## src/rtl/vrc_bank_if.sv

```systemverilog
// Bus-side write channels into the VRC2 bank-register controller:
// decoded CPU register writes and loader preset writes.
interface vrc_bank_if;
  logic        cpu_wr_req;
  logic [14:0] cpu_wr_addr;
  logic [7:0]  cpu_wr_data;
  logic        init_valid;
  logic [4:0]  init_index;
  logic [7:0]  init_data;
  logic        init_ready;

  modport master (
    output cpu_wr_req, cpu_wr_addr, cpu_wr_data,
    output init_valid, init_index, init_data,
    input  init_ready
  );

  modport slave (
    input  cpu_wr_req, cpu_wr_addr, cpu_wr_data,
    input  init_valid, init_index, init_data,
    output init_ready
  );
endinterface

```

## src/rtl/vrc_bank_ctrl.sv

```systemverilog
// VRC2 bank-register controller: ordered CPU write queue with
// strict priority over loader presets, PRG/mirroring/CHR registers.
module vrc_bank_ctrl #(
  parameter bit ATOMIC_CHR = 1'b0
) (
  input  logic       m2,
  input  logic       rst_n,
  vrc_bank_if.slave  bus,
  input  logic [2:0] chr_sel,
  output logic [4:0] prg_bank0,
  output logic [4:0] prg_bank1,
  output logic [1:0] mirroring,
  output logic [7:0] chr_bank,
  output logic       busy,
  output logic       wr_overflow
);

  typedef enum logic [1:0] {
    IDLE = 2'd0,
    PEND = 2'd1,
    FULL = 2'd2
  } state_t;

  state_t     state;
  logic [9:0] fifo [2];
  logic       wr_ptr;
  logic       rd_ptr;
  logic [7:0] chr [8];
  logic [2:0] sh_bank;
  logic [3:0] sh_nib;
  logic       sh_valid;

  // Held low in operation; lets a bench stall the drain side.
  logic pop_stall;
  assign pop_stall = 1'b0;

  logic       pop;
  logic       push;
  logic       drop;
  logic       init_fire;
  logic [2:0] h_reg;
  logic       h_hi;
  logic       h_a0;
  logic [4:0] h_data;
  logic [1:0] h_off;
  logic [2:0] h_bank;
  logic       unused;

  assign pop  = (state != IDLE) && !pop_stall;
  assign push = bus.cpu_wr_req && (state != FULL || pop);
  assign drop = bus.cpu_wr_req && (state == FULL) && !pop;

  assign bus.init_ready = (state == IDLE) && !bus.cpu_wr_req;
  assign init_fire = bus.init_valid && bus.init_ready;

  assign {h_reg, h_hi, h_a0, h_data} = fifo[rd_ptr];
  assign h_off  = h_reg[1:0] - 2'd3;
  assign h_bank = {h_off, h_a0};

  assign busy     = (state != IDLE);
  assign chr_bank = chr[chr_sel];

  assign unused = ^{bus.cpu_wr_addr[11:2], bus.cpu_wr_data[7:5]};

  always_ff @(posedge m2 or negedge rst_n) begin
    if (!rst_n) begin
      state       <= IDLE;
      wr_ptr      <= 1'b0;
      rd_ptr      <= 1'b0;
      fifo[0]     <= '0;
      fifo[1]     <= '0;
      wr_overflow <= 1'b0;
      prg_bank0   <= '0;
      prg_bank1   <= '0;
      mirroring   <= '0;
      sh_bank     <= '0;
      sh_nib      <= '0;
      sh_valid    <= 1'b0;
      for (int i = 0; i < 8; i++) chr[i] <= '0;
    end else begin
      if (push) begin
        fifo[wr_ptr] <= {bus.cpu_wr_addr[14:12],
                         bus.cpu_wr_addr[1:0],
                         bus.cpu_wr_data[4:0]};
        wr_ptr <= ~wr_ptr;
      end
      if (pop) rd_ptr <= ~rd_ptr;
      if (drop) wr_overflow <= 1'b1;

      case ({push, pop})
        2'b10: state <= (state == IDLE) ? PEND : FULL;
        2'b01: state <= (state == FULL) ? PEND : IDLE;
        default: ;
      endcase

      if (pop) begin
        unique case (1'b1)
          (h_reg == 3'b000): prg_bank0 <= h_data;
          (h_reg == 3'b010): prg_bank1 <= h_data;
          (h_reg == 3'b001): mirroring <= h_data[1:0];
          (h_reg >= 3'd3 && h_reg <= 3'd6): begin
            if (!ATOMIC_CHR) begin
              if (h_hi) chr[h_bank][7:4] <= h_data[3:0];
              else      chr[h_bank][3:0] <= h_data[3:0];
            end else if (!h_hi) begin
              sh_bank  <= h_bank;
              sh_nib   <= h_data[3:0];
              sh_valid <= 1'b1;
            end else if (sh_valid && sh_bank == h_bank) begin
              chr[h_bank] <= {h_data[3:0], sh_nib};
              sh_valid    <= 1'b0;
            end else begin
              chr[h_bank][7:4] <= h_data[3:0];
            end
          end
          default: ;
        endcase
      end else if (init_fire) begin
        unique case (1'b1)
          (bus.init_index == 5'd0):
            prg_bank0 <= bus.init_data[4:0];
          (bus.init_index == 5'd1):
            prg_bank1 <= bus.init_data[4:0];
          (bus.init_index == 5'd2):
            mirroring <= bus.init_data[1:0];
          (bus.init_index[4:3] == 2'b01): begin
            chr[bus.init_index[2:0]] <= bus.init_data;
            if (sh_valid && sh_bank == bus.init_index[2:0])
              sh_valid <= 1'b0;
          end
          default: ;
        endcase
      end
    end
  end

endmodule

```

## src/flat_wrapper.sv

```systemverilog
// flat-port wrapper written by rule: the top's interface ports become plain ports
module vrc_bank_ctrl_flat 
#(
  parameter bit ATOMIC_CHR = 1'b0
)
  (m2, rst_n, chr_sel, prg_bank0, prg_bank1, mirroring, chr_bank, busy, wr_overflow, bus_cpu_wr_req, bus_cpu_wr_addr, bus_cpu_wr_data, bus_init_valid, bus_init_index, bus_init_data, bus_init_ready);
  vrc_bank_if bus_i ();
  input  logic m2;
  input  logic rst_n;
  input  logic [2:0] chr_sel;
  output logic [4:0] prg_bank0;
  output logic [4:0] prg_bank1;
  output logic [1:0] mirroring;
  output logic [7:0] chr_bank;
  output logic busy;
  output logic wr_overflow;
  input wire logic [$bits(bus_i.cpu_wr_req)-1:0] bus_cpu_wr_req;
  input wire logic [$bits(bus_i.cpu_wr_addr)-1:0] bus_cpu_wr_addr;
  input wire logic [$bits(bus_i.cpu_wr_data)-1:0] bus_cpu_wr_data;
  input wire logic [$bits(bus_i.init_valid)-1:0] bus_init_valid;
  input wire logic [$bits(bus_i.init_index)-1:0] bus_init_index;
  input wire logic [$bits(bus_i.init_data)-1:0] bus_init_data;
  output wire logic [$bits(bus_i.init_ready)-1:0] bus_init_ready;
  assign bus_i.cpu_wr_req = bus_cpu_wr_req;
  assign bus_i.cpu_wr_addr = bus_cpu_wr_addr;
  assign bus_i.cpu_wr_data = bus_cpu_wr_data;
  assign bus_i.init_valid = bus_init_valid;
  assign bus_i.init_index = bus_init_index;
  assign bus_i.init_data = bus_init_data;
  assign bus_init_ready = bus_i.init_ready;
  vrc_bank_ctrl #(.ATOMIC_CHR(ATOMIC_CHR)) u_core (.m2(m2), .rst_n(rst_n), .bus(bus_i), .chr_sel(chr_sel), .prg_bank0(prg_bank0), .prg_bank1(prg_bank1), .mirroring(mirroring), .chr_bank(chr_bank), .busy(busy), .wr_overflow(wr_overflow));
endmodule
```

## config.mk

```make
export PLATFORM = sky130hd
export DESIGN_NAME = vrc_bank_ctrl_flat
export DESIGN_NICKNAME = d
export VERILOG_FILES = /design/src/rtl/vrc_bank_if.sv /design/src/rtl/vrc_bank_ctrl.sv /design/src/flat_wrapper.sv
export SDC_FILE = /design/constraint.sdc
export NUM_CORES = 1
export LEC_CHECK = 0
export CAP_MARGIN = 10
export CORE_ASPECT_RATIO = 0.7
export CORE_MARGIN = 3
export CORE_UTILIZATION = 30
export DETAILED_ROUTE_END_ITERATION = 10
export PLACE_DENSITY = 0.45
export SLEW_MARGIN = 5
export SYNTH_ARGS = -nofsm -noshare
export SYNTH_HDL_FRONTEND = slang
export SYNTH_SLANG_ARGS = --single-unit
```

## constraint.sdc

```tcl
create_clock -name m2 -period 4.65 [get_ports m2]
set_clock_uncertainty 0.15 [all_clocks]
set_input_delay 0.6975 -clock m2 [delete_from_list [all_inputs] [get_ports m2]]
set_output_delay 0.6975 -clock m2 [all_outputs]
set_load 0.01 [all_outputs]
```

==> metrics.md, run 1 <==
| Metric | Value |
|---|---|
| Status | finished clean |
| VDD IR max | 0.000226 V |
| IO Port Bufs | 52 |
| # IOs | 66 |
| Achievable Freq | between 0.2 and 0.3 GHz |
| Final cycle utilization of the critical path | 0.791 |
| # resized after CTS | 0 |
| Fin Setup TNS | 0 ns |
| Clock Latency Late Sink | approximately 0.34 ns |
| Critical Path Start Type | input port |
| Critical Path Fanout Max | 16 |
| DR vias | 4198 |
| Layout Cells excl Fill | ~730 |
| CTS sink cnt | 101 |
| WP data required | approximately 3.8 ns |
| Final Cell Area | approximately 0.0066 sq mm |
| Syn_nets | ~490 |
| Die area | 0.0201 sq mm |
| Ranking of synthesized cells by area | dfrtp_1, mux2_2, mux4_2, o22ai_1, nand2_1 |
| Cell area after synthesis | 0.00553 sq mm |
| # rows | 40 |
| CTS tree | yes |
| Die H | 120 um |
| Worst r2r src | u_core.rd_ptr |
| Post-CTS Setup Inserts | 0 |
| Crit path top cell by count | clkdlybuf4s50_1 |
| Total gr overflow | 0 |
| P_sw | 1.44 mW |
| Final setup violation count | 0 |
| Initial DRC count | 442 |
| H-tree Lvls | 3 |
| Post-DP Area | 0.00629 sq mm |
| Number of global-route vias before repair | 4365 |
| Crit Path Class | input port to primary output |
| Initial Util | 0.314 |
| DRT Wirelength | 17300 um |
| Largest net degree at the start of global routing | ~80 |
| 1st-pass router iterations | 5 |
| Arrival time worst endpoint | 2.83 ns |
| Worst hold start | u_core.wr_overflow |
| Worst path max stage delay | about 0.56 ns |
| Clk buf depth | 2 |
| Vias/cell | 5.72 |
| Clk slew on worst S/H paths | 0.07 ns |
| Switching Share | 0.375 |
| Layout Nets | roughly 540 |
| Number of synthesized flops with an enable pin | 0 |
| Wire length per cell | 23.6 um |
| Top-area cell type share of the netlist area | 0.457 |
| Total of max-cap violations | 0 |
| Area Overhead vs Synth | 19.0% |
| Placed cells | 719 |
| P_leak | 2.68 nW |
| Slack of the worst reg-to-reg path | 1.48 ns |
| Hold Buf Count CTS | 0 |
| FF+latch count, synth | 101 |
| Core ar. | 0.0176 sq mm |
| Min Hold Slack | 0.236 ns |
| Gr usage total | 0.175 |
| DP Wirelength | 12600 um |
| Comb pwr share | 0.419 |
| Reg-to-reg endpoint | u_core.chr[16] |
| Post-synth top area cell | dfrtp_1 |
| Syn_area_per_cell | 12.3 sq um |
| Slew HR | 0.283 |
| Worst hold stages | 0 |
| Fin. Hold Viols | 0 |
| Root Buffer | clkbuf_16 |
| R2R depth | 5 |
| Tightest Pin Transition | 1.08 ns |
| CTS Buf Count | 9 |
| Hold Path Class | flop to flop |
| Final Critical Period | 3.68 ns |
| Primary FF master, synth | dfrtp_1 |
| Post-Syn Instances | 451 |
| Register area share after synthesis | 0.457 |
| DRC violations left | 0 |
| Die X-Extent | 168 um |
| Netlist cell types | 52 |
| Post-synthesis async set-or-reset flop share | 1.00 |
| Initial antenna violation count | 0 |
| First-pass GRT wire length | 26600 um |
| Synth warn | 0 |
| Critical path's slowest cell | mux4_2 |
| Proportion of layout cells with a drive suffix above 1 | 0.330 |
| Clock share of power | 0.193 |
| Pwr Density | approximately 580 mW/mm^2 |
| RSZ-0062 raised after global routing | false |
| Internal Dissipation | 2.40 mW |
| Final GP Congestion | about 0.88 |
| Cells along the critical path | clkdlybuf4s50_1 > buf_4 > mux4_2 > mux2_2 > clkdlybuf4s50_1 |
| Slew Limit Fails | 0 |
| Post-DRT Antenna Nets | 0 |
| Diode count | 0 |
| CP endpoint kind | primary output |
| Seq pwr share | 0.388 |
| Worst Hold Endpoint | u_core.wr_overflow |
flip-flops by register name, summed over array words and instances (netlist names):
register and count:
u_core.chr 64, u_core.fifo 20, u_core.mirroring 2, u_core.prg_bank0 5
u_core.prg_bank1 5, u_core.rd_ptr 1, u_core.state 2, u_core.wr_overflow 1
u_core.wr_ptr 1
cell type report:
cell class / count / area, sq um
clock buffer: 11 / 233
sequential: 101 / 2530
timing repair buffer: 60 / 578
tap: 231 / 289
clock inverter: 4 / 50.0
fill: 1746 / 11000
multi-input combinational: 323 / 2880
inverter: 4 / 15.0
cell usage in the layout, fill, tap and decap left out, types with 4 or more instances in the layout:
cell,n
a22oi_1,4
a32oi_1,4
buf_4,9
clkbuf_16,9
clkdlybuf4s50_1,51
dfrtp_1,101
mux2_2,102
mux2i_1,7
mux4_2,16
nand2_1,36
nand2b_1,8
nor2_1,7
nor2b_1,5
nor3_1,5
o21ai_0,6
o21ai_2,10
o22ai_1,55
o32ai_1,13
synthesized netlist by cell type (3+ instances only):
library cell,n
nor3_1,5
inv_1,3
nand2_1,36
dfrtp_1,101
a22oi_1,4
buf_1,3
o22ai_1,55
mux2_2,102
o21ai_0,6
mux4_2,16
nor3_2,3
o21ai_2,10
nor2_2,3
clkbuf_1,11
buf_2,7
nand2b_1,8
nor2_1,7
nor2b_1,5
a32oi_1,4
o32ai_1,13
mux2_1,3
mux2i_1,7
worst max path at each step:
stage               startpoint     endpoint  cells after the start
detailed placement  chr_sel[0]  chr_bank[1]                      5
global route        chr_sel[0]  chr_bank[2]                      5
global placement    chr_sel[0]  chr_bank[2]                      5
finish              chr_sel[0]  chr_bank[2]                      5
floorplan           chr_sel[0]  chr_bank[0]                      4
CTS                 chr_sel[0]  chr_bank[1]                      5
worst max-delay path, delay by kind of cell:
kind / cells / cell delay (ns)
multiplexers: 2 / 0.85
buffers and inverters: 3 / 1.26
power groups by stage:
stage          Clock, mW  Combinational, mW  Sequential (mW)
6_report           0.741               1.61             1.49
5_1_grt            0.805               1.72             1.54
4_1_cts            0.765               1.60             1.49
3_5_place_dp           0               1.59             1.51
3_3_place_gp           0               1.58             1.49
2_1_floorplan          0               1.07             1.41
per-layer routing:
metal / vias up / wire [um] / GRT usage
met5: - / 0 / 0
met4: 0 / 272 / 0.0368
met3: 30 / 1200 / 0.0329
met2: 184 / 7340 / 0.252
met1: 2133 / 8480 / 0.273
li1: 1851 / - / -
logic make-up (layout without fill, tap and decap cells):
| kind of cell | Yosys count | count (layout) | synth area share |
|---|---|---|---|
| DFF | 101 | 101 | 0.457 |
| xor gates and xnor gates | 3 | 3 | 0.00476 |
| muxes | 129 | 129 | 0.294 |
| AOI/OAI and AO/OA | 107 | 107 | 0.141 |
| and+or+nand+nor | 84 | 84 | 0.0811 |
| buffers and inverters | 27 | 79 | 0.0213 |
per-stage QoR:
stage | setup WS [ns] | power, mW | util
global route | 0.868 | 4.07 | 0.373
floorplan | 1.77 | 2.48 | -
CTS | 0.922 | 3.86 | 0.373
global placement | 0.927 | 3.07 | 0.357
detailed placement | 0.930 | 3.10 | 0.357
finish | 0.971 | 3.84 | 0.373
Note: power is estimated with default switching activity, not from simulation.
==> inputs of run 2 (changes only) <==
clock period = 3.7 ns   (was 4.65 ns; I/O delays follow)
==> run 2 against run 1 <==
  * Via count is 0.76% lower
  * Core utilization is 0.72 points higher
  * Die area stayed put
  * Sequential share of layout area is 0.73 points lower
  * Critical path type unchanged
  * Clock power is 40% higher
  * Largest power group unchanged
  * Largest cell class unchanged
  * Clock-buffer cell count stayed put
  * Critical endpoint unchanged
==> metrics.md, run 2 (synthesis results as in run 1) <==
| Metric | Value |
|---|---|
| Wire length per cell | 22.6 um (was 23.6 um) |
| Core ar. | 0.0176 sq mm (unchanged) |
| CTS Buf Count | 9 (unchanged) |
| Pwr Density | 743 mW/mm^2 (was 584 mW/mm^2) |
| Biggest regs | u_core.chr (64), u_core.fifo (20) (unchanged) |
| Gr usage total | 0.172 (was 0.175) |
| Achievable Freq | 0.305 GHz |
| Layout Nets | 550 (was 542) |
| Critical Path Fanout Max | 16 (unchanged) |
| Largest net degree at the start of global routing | 102 (was 78) |
| Clk slew on worst S/H paths | 0.07 ns (about the same) |
| DRT Wirelength | 16800 um (was 17300 um) |
| Final setup violation count | 0 (unchanged) |
| First-pass GRT wire length | 26300 um (was 26600 um) |
| Total of max-cap violations | 0 (unchanged) |
| CTS tree | yes (unchanged) |
| Biggest register | u_core.chr (unchanged) |
| WP data required | 2.99 ns (was 3.80 ns) |
| DRC violations left | 0 (unchanged) |
| Area Overhead vs Synth | 21.3% (was 19.0%) |
| IO Port Bufs | 52 (unchanged) |
| Critical Path Start Type | input port (unchanged) |
| Crit Path Class | input port to primary output (unchanged) |
| RSZ-0062 raised after global routing | false (unchanged) |
| Status | finished clean (unchanged) |
| H-tree Lvls | 3 (unchanged) |
| Clk buf depth | 2 (unchanged) |
| Most frequent cells in the layout | mux2_2, dfrtp_1, o22ai_1 (unchanged) |
| Hold Path Class | input port to async pin (was flop to flop) |
| Number of global-route vias before repair | 4347 (was 4365) |
| Max reg flops | 64 (unchanged) |
| Vias/cell | 5.61 (was 5.72) |
| Die area | 0.0201 sq mm (unchanged) |
| # IOs | 66 (unchanged) |
| Fin. Hold Viols | 0 (unchanged) |
| Final GP Congestion | 0.864 (was 0.877) |
| CTS sink cnt | 101 (unchanged) |
| CP endpoint kind | primary output (unchanged) |
| Commonest non-fill, non-tap cell in the layout | mux2_2 (unchanged) |
| Hold Buf Count CTS | 0 (unchanged) |
| Slew HR | 0.252 (was 0.283) |
| Final Critical Period | 3.28 ns |
| Die H | 120 um (unchanged) |
| Clock Latency Late Sink | 0.34 ns (about the same) |
| Post-DP Area | 0.00637 sq mm (was 0.00629 sq mm) |
| Tightest Pin Transition | 1.12 ns (was 1.08 ns) |
| Initial DRC count | 484 (was 442) |
| Post-DRT Antenna Nets | 0 (unchanged) |
| Fill cells | 1711 (was 1746) |
| VDD IR max | 0.000267 V (was 0.000226 V) |
| Fin Setup TNS | 0 ns (unchanged) |
| 1st-pass router iterations | 5 (unchanged) |
| Initial Util | 0.314 (unchanged) |
| Final cycle utilization of the critical path | 0.886 |
| Proportion of layout cells with a drive suffix above 1 | 0.344 (was 0.330) |
| Arrival time worst endpoint | 2.57 ns (was 2.83 ns) |
| Initial antenna violation count | 1 (was 0) |
| Slew Limit Fails | 0 (unchanged) |
| # resized after CTS | 0 (unchanged) |
| Finished Core Util | 0.380 (was 0.373) |
| DP Wirelength | 12300 um (was 12600 um) |
| Final Cell Area | 0.00670 sq mm (was 0.00657 sq mm) |
| Diode count | 0 (unchanged) |
| Post-CTS Setup Inserts | 0 (unchanged) |
| # rows | 40 (unchanged) |
| P_leak | 2.75 nW (was 2.68 nW) |
| Root Buffer | clkbuf_16 (unchanged) |
| DR vias | 4166 (was 4198) |
| Total gr overflow | 0 (unchanged) |
| Die X-Extent | 168 um (unchanged) |
run 2: cell types whose count changed in the layout (fill, tap and decap cells not counted):
cell / before / now
clkinv_4: 0 / 1
clkbuf_1: 2 / 1
buf_12: 0 / 2
buf_4: 9 / 15
bufinv_16: 1 / 2
inv_6: 0 / 1
clkbuf_8: 0 / 1
clkinvlp_4: 2 / 0
run 2: path summary, 6_finish.rpt:
kind                            slack (ns)             endpoint  depth (start not counted)               start
worst min-delay path                  0.11  u_core.prg_bank1[2]                          2               rst_n
worst max register to register        1.10        u_core.chr[8]                          6       u_core.rd_ptr
min in group m2                       0.23   u_core.wr_overflow                          0  u_core.wr_overflow
max in group asynchronous             2.85       u_core.chr[48]                          2               rst_n
worst max-delay path                  0.42          chr_bank[2]                          5          chr_sel[0]
worst min register to register        0.23   u_core.wr_overflow                          0  u_core.wr_overflow
run 2: area by class of cell:
type	count	area, sq um	area share
multi-input combinational	323	2880	0.430
sequential	101	2530	0.377
timing repair buffer	68	663	0.0990
tap	231	289	0.0431
clock buffer	11	243	0.0362
clock inverter	5	82.6	0.0123
inverter	4	15.0	0.00224
run 2: power breakdown:
part | switching, mW | internal, mW | total [mW]
clock | 0.428 | 0.615 | 1.04
sequential | 0.307 | 1.53 | 1.83
combinational | 1.10 | 1.01 | 2.10
run 2: metrics by stage:
stage | std cells | hold slack, ns | total power [mW] | setup slack (ns)
after detailed placement | 727 | 0.219 | 3.94 | 0.399
final | 743 | 0.112 | 4.98 | 0.423
after floorplan | 451 | 0.109 | 3.12 | 1.11
after CTS | 743 | 0.150 | 4.99 | 0.393
after global placement | 727 | 0.214 | 3.90 | 0.390
after global routing | 743 | 0.165 | 5.28 | 0.349
run 2: critical path, cell delays in order:
cell and delay [ns]:
clkdlybuf4s50_1 0.50, buf_12 0.20, mux4_2 0.53, mux2_2 0.28, clkdlybuf4s50_1 0.49
run 2: layer usage:
layer  part of all wire  vias to the layer above  global-route usage
met1               0.50                     2093               0.264
met3              0.065                       24              0.0310
li1                   -                     1874                   -
met4              0.015                        0              0.0445
met2               0.42                      175               0.248
met5                  0                        -                   0
==> inputs of run 3 (changes only) <==
CTS_CLUSTER_DIAMETER = 200   (was not set)
GPL_ROUTABILITY_DRIVEN = 0   (was not set)
HOLD_SLACK_MARGIN = 0.03   (was not set)
==> results of run 3 <==
Final layout, timing and power as in run 2 (identical DEF).
